===== config.mk =====
export PLATFORM = sky130hd
export DESIGN_NAME = vespa_fetch_unit
export DESIGN_NICKNAME = d
export VERILOG_FILES = /design/src/rtl/vespa_fetch_unit.sv
export SDC_FILE = /design/constraint.sdc
export NUM_CORES = 1
export LEC_CHECK = 0
export BUFFER_PORTS_ARGS = -buffer_cell sky130_fd_sc_hd__buf_2
export CAP_MARGIN = 20
export CORE_MARGIN = 3
export CORE_UTILIZATION = 50
export DETAILED_ROUTE_END_ITERATION = 10
export PLACE_DENSITY = 0.75
export SLEW_MARGIN = 10
export SYNTH_ARGS = -nofsm -noshare
export SYNTH_HDL_FRONTEND = slang
export SYNTH_SLANG_ARGS = --single-unit

===== constraint.sdc =====
create_clock -name i_Clk -period 3.2 [get_ports i_Clk]
set_input_delay 0.32 -clock i_Clk [delete_from_list [all_inputs] [get_ports i_Clk]]
set_output_delay 0.32 -clock i_Clk [all_outputs]
set_load 0.01 [all_outputs]

===== src/rtl/vespa_fetch_unit.sv =====
// Instruction fetch stage: drives a hold-until-ready instruction memory port and
// feeds the fetch/decode register through a one-entry skid buffer with branch redirect.
module vespa_fetch_unit #(
    parameter logic [31:0] RESET_VECTOR = 32'h0000_0000
) (
    input  logic        i_Clk,
    input  logic        i_Rst,
    input  logic        i_Stall,
    input  logic        i_BranchTaken,
    input  logic [31:0] i_BranchTarget,
    output logic        o_IMemReq,
    output logic [31:0] o_IMemAddr,
    input  logic        i_IMemReady,
    input  logic [31:0] i_IMemData,
    output logic [31:0] o_InstructionRegister,
    output logic [31:0] o_ProgramCounter,
    output logic        o_Valid
);

    typedef enum logic [1:0] {
        S_REQ,
        S_HOLD,
        S_KILL
    } state_t;

    state_t      state_q, state_d;
    logic [31:0] fetch_pc_q, fetch_pc_d;
    logic [31:0] hold_ir_q, hold_ir_d;
    logic [31:0] hold_pc_q, hold_pc_d;
    logic [31:0] redir_pc_q, redir_pc_d;

    logic [31:0] target;
    logic [31:0] fetch_pc_plus4;

    assign target         = i_BranchTarget & ~32'd3;
    assign fetch_pc_plus4 = fetch_pc_q + 32'd4;

    always_comb begin
        state_d               = state_q;
        fetch_pc_d            = fetch_pc_q;
        hold_ir_d             = hold_ir_q;
        hold_pc_d             = hold_pc_q;
        redir_pc_d            = redir_pc_q;
        o_IMemReq             = 1'b0;
        o_IMemAddr            = fetch_pc_q;
        o_Valid               = 1'b0;
        o_InstructionRegister = '0;
        o_ProgramCounter      = '0;

        // Outputs stay quiet while reset is asserted; state is reset in the flops.
        if (!i_Rst) begin
            case (state_q)
                S_REQ: begin
                    o_IMemReq = 1'b1;
                    if (i_BranchTaken) begin
                        if (i_IMemReady) begin
                            fetch_pc_d = target;
                        end else begin
                            redir_pc_d = target;
                            state_d    = S_KILL;
                        end
                    end else if (i_IMemReady) begin
                        o_Valid               = 1'b1;
                        o_InstructionRegister = i_IMemData;
                        o_ProgramCounter      = fetch_pc_plus4;
                        fetch_pc_d            = fetch_pc_plus4;
                        if (i_Stall) begin
                            hold_ir_d = i_IMemData;
                            hold_pc_d = fetch_pc_plus4;
                            state_d   = S_HOLD;
                        end
                    end
                end
                S_HOLD: begin
                    if (i_BranchTaken) begin
                        fetch_pc_d = target;
                        state_d    = S_REQ;
                    end else begin
                        o_Valid               = 1'b1;
                        o_InstructionRegister = hold_ir_q;
                        o_ProgramCounter      = hold_pc_q;
                        if (!i_Stall) begin
                            state_d = S_REQ;
                        end
                    end
                end
                S_KILL: begin
                    // The stale request must complete before the redirect can be issued.
                    o_IMemReq = 1'b1;
                    if (i_BranchTaken) begin
                        redir_pc_d = target;
                    end
                    if (i_IMemReady) begin
                        fetch_pc_d = i_BranchTaken ? target : redir_pc_q;
                        state_d    = S_REQ;
                    end
                end
                default: begin
                    state_d = S_REQ;
                end
            endcase
        end
    end

    always_ff @(posedge i_Clk) begin
        if (i_Rst) begin
            state_q    <= S_REQ;
            fetch_pc_q <= RESET_VECTOR;
            hold_ir_q  <= '0;
            hold_pc_q  <= '0;
            redir_pc_q <= '0;
        end else begin
            state_q    <= state_d;
            fetch_pc_q <= fetch_pc_d;
            hold_ir_q  <= hold_ir_d;
            hold_pc_q  <= hold_pc_d;
            redir_pc_q <= redir_pc_d;
        end
    end

endmodule


==> results.json <==
{
  "start_kind": "flop",
  "setup-tns-final_ns": 0,
  "layout_min_cycle_time_ns": 2.97,
  "h-tree-depth": 4,
  "syn_to_final_growth_pct": 19.8,
  "clock_latency_ns": 0.42,
  "drtAntennaViolNets": 0,
  "post-place-ws_ns": 0.694,
  "outcome": "completed",
  "via_per_inst": 5.86,
  "synthCells": 989,
  "grt_use_total": 0.268,
  "synth_edf_count": 0,
  "dieArea_mm2": 0.0162,
  "worst_pin_slew_ns": 1.05,
  "vdd_drop_max_mv": 0.414,
  "slowest_delay_ns": 0.68,
  "avgSynthCellArea_um2": 7.44,
  "yosysSeqAreaShare": 0.354,
  "yosysTopAreaCellShare": 0.354,
  "placementRows": 43,
  "cts_buffers": 17,
  "post-dp-hpwl_um": 15400,
  "grt_start_max_net_pins": 68,
  "start_util": 0.520,
  "critPathKind": "flop to output port",
  "first_iter_violations": 890,
  "p_per_area_mw_per_mm2": 556,
  "setup_ws_ns": 0.228,
  "ys.flop_type": "dfxtp_1",
  "hold_viol": 0,
  "report.final.slew_viol_count": 0,
  "setup_viol": 0,
  "fmax_ghz": 0.336,
  "clkSinkCount": 130,
  "antenna_cells": 0,
  "cp-endpoint": "o_ProgramCounter[31]",
  "grt.overflow.total": 0,
  "final_nets": 1182,
  "hold_depth": 3,
  "r2r_slack_ns": 0.69,
  "path_max_fanout": 9,
  "wl_um": 22300,
  "reg2reg_from": "state_q[0]$_SDFFE_PP0P_",
  "synth.area.top_cells": "dfxtp_1, nand2_1, a21oi_1",
  "die_w_um": 127,
  "path_clk_slew_ns": 0.06,
  "place_congestion": 0.859,
  "synthArstFlopShare": 0,
  "grt_pass1_vias": 6719,
  "finalCritPeriodShare": 0.929,
  "clockBufferDepth": 2,
  "end_kind": "output port",
  "rsz0062_at_grt": "false",
  "drt_first_pass_iters": 5,
  "path_cells": "nand3_4, or4_4, nor4_2, xnor2_1, o21ai_1, buf_2",
  "ys_warn_count": 0,
  "cp.arrival_ns": 2.65,
  "yosysTopAreaCell": "dfxtp_1",
  "root_buffer": "clkbuf_16",
  "port_buffers": 164,
  "p_leak_nw": 3.53,
  "multi_input_area_mm2": 0.00433,
  "synth-seq-cells": 130,
  "io_pins": 167,
  "r2r-end": "o_IMemAddr[19]$_SDFFE_PP0P_",
  "cp-startpoint": "o_IMemAddr[10]$_SDFFE_PP0P_",
  "grt_antenna_before_repair": 0,
  "drc": 0,
  "nFillCells": 1329,
  "reg2reg_depth": 8,
  "crit_required_ns": 2.88,
  "hold_class": "input port to flop",
  "layout-drive-gt1-share": 0.235,
  "skew_ns": 0.00580,
  "dieHeight_um": 127,
  "seqCellArea_mm2": 0.00260,
  "core_area_mm2": 0.0141,
  "ys_top_cells_by_count": "nand2_1, dfxtp_1, a21oi_1, nor2_1, clkbuf_1",
  "vias": 7618,
  "ys_types": 74,
  "cts_tree": "done",
  "crit_slowest_cell": "or4_4",
  "grt_pass1_wl_um": 35500,
  "slew_headroom": 0.300,
  "max-cap-violations": 0,
  "wire_per_inst_um": 17.2,
  "synth_most_common_cell": "nand2_1",
  "syn-num-nets": 1062,
  "netlist_area_mm2": 0.00736
}
==> sequential cells by signal, summed over array words and instances, names as in the netlist <==
signal,count
hold_ir_q,32
o_IMemAddr,32
redir_pc_q,32
state_q,2
hold_pc_q,32
==> kinds of logic (layout without fill, tap and decap cells) <==
| family | Yosys count | count (layout) | synth area share |
|---|---|---|---|
| compound gates | 311 | 311 | 0.276 |
| xor+xnor | 27 | 27 | 0.0321 |
| fa+ha+maj | 4 | 4 | 0.00680 |
| buf+inv | 102 | 233 | 0.0637 |
| flops | 130 | 130 | 0.354 |
| mux | 15 | 15 | 0.0221 |
| simple gates | 400 | 400 | 0.245 |
==> layout by cell type (no fill, tap or decap), types with 6 or more instances in the layout <==
| cell type | Yosys | layout |
|---|---|---|
| nand2_1 | 197 | 197 |
| xnor2_1 | 14 | 14 |
| o21ai_1 | 7 | 6 |
| and3_1 | 8 | 8 |
| dfxtp_1 | 130 | 130 |
| inv_1 | 10 | 10 |
| xor2_1 | 13 | 13 |
| buf_4 | 2 | 26 |
| a211oi_2 | 6 | 6 |
| a221oi_1 | 9 | 9 |
| a21o_1 | 7 | 7 |
| clkbuf_16 | 0 | 17 |
| nor3_1 | 11 | 11 |
| nor2_1 | 111 | 110 |
| o21ai_0 | 26 | 26 |
| nand4_1 | 13 | 13 |
| mux2_2 | 10 | 10 |
| buf_2 | 2 | 163 |
| a22o_1 | 11 | 11 |
| nand3_1 | 18 | 18 |
| a21oi_1 | 128 | 128 |
| a211oi_1 | 20 | 20 |
| a22oi_1 | 54 | 54 |
==> critical path, delay by kind of cell (launching register included) <==
| kind | cells | cell delay [ns] |
|---|---|---|
| AOI/OAI and AO/OA | 1 | 0.09 |
| xor gates and xnor gates | 1 | 0.24 |
| buffers and inverters | 1 | 0.15 |
| DFF | 1 | 0.55 |
| and+or+nand+nor | 3 | 1.20 |
==> layer usage <==
layer	global-route usage	up-vias	routed length (µm)
li1	-	3745	-
met1	0.397	3522	10300
met2	0.394	322	9900
met3	0.0560	29	1730
met4	0.0726	0	396
met5	0	-	0
==> where the power goes <==
group	internal, W	leakage (nW)	switching, W	total (W)
sequential	0.00176	1.06	0.000163	0.00192
combinational	0.000455	2.21	0.000765	0.00122
clock	0.00109	0.260	0.000672	0.00177
total	0.00331	3.53	0.00160	0.00491
==> repair_timing <==
item,in CTS,in global routing
resized for setup,0,1
setup endpoints to repair,0,1
setup buffers,0,0
hold buffers,0,0
==> per-stage QoR <==
stage	power (W)	cell area, µm²	hold slack, ns	utilization	instances
2_1_floorplan	0.00271	7360	0.434	-	989
3_3_place_gp	0.00312	8260	0.440	0.583	1269
3_5_place_dp	0.00313	8260	0.446	0.583	1269
4_1_cts	0.00489	8780	0.143	0.621	1299
5_1_grt	0.00513	8820	0.152	0.623	1300
6_report	0.00491	8820	0.148	0.623	1300
==> worst min-delay path by stage <==
stage / slack (ns) / to / start
global placement: 0.44 / redir_pc_q[3]$_SDFFE_PP0P_ / redir_pc_q[3]$_SDFFE_PP0P_
global route: 0.15 / hold_ir_q[17]$_SDFFE_PP0P_ / i_IMemData[17]
detailed placement: 0.45 / redir_pc_q[10]$_SDFFE_PP0P_ / redir_pc_q[10]$_SDFFE_PP0P_
finish: 0.15 / hold_ir_q[24]$_SDFFE_PP0P_ / i_IMemData[24]
floorplan: 0.43 / redir_pc_q[13]$_SDFFE_PP0P_ / redir_pc_q[13]$_SDFFE_PP0P_
CTS: 0.14 / hold_ir_q[14]$_SDFFE_PP0P_ / i_IMemData[14]
==> area by class of cell <==
cell class | count | share of cell area
Inverter | 10 | 0.00426
Tap cell | 180 | 0.0255
Timing Repair Buffer | 193 | 0.125
Multi-Input combinational cell | 757 | 0.490
Sequential cell | 130 | 0.295
Clock buffer | 24 | 0.0535
Clock inverter | 6 | 0.00653
Note: power is estimated with default switching activity, not from simulation.
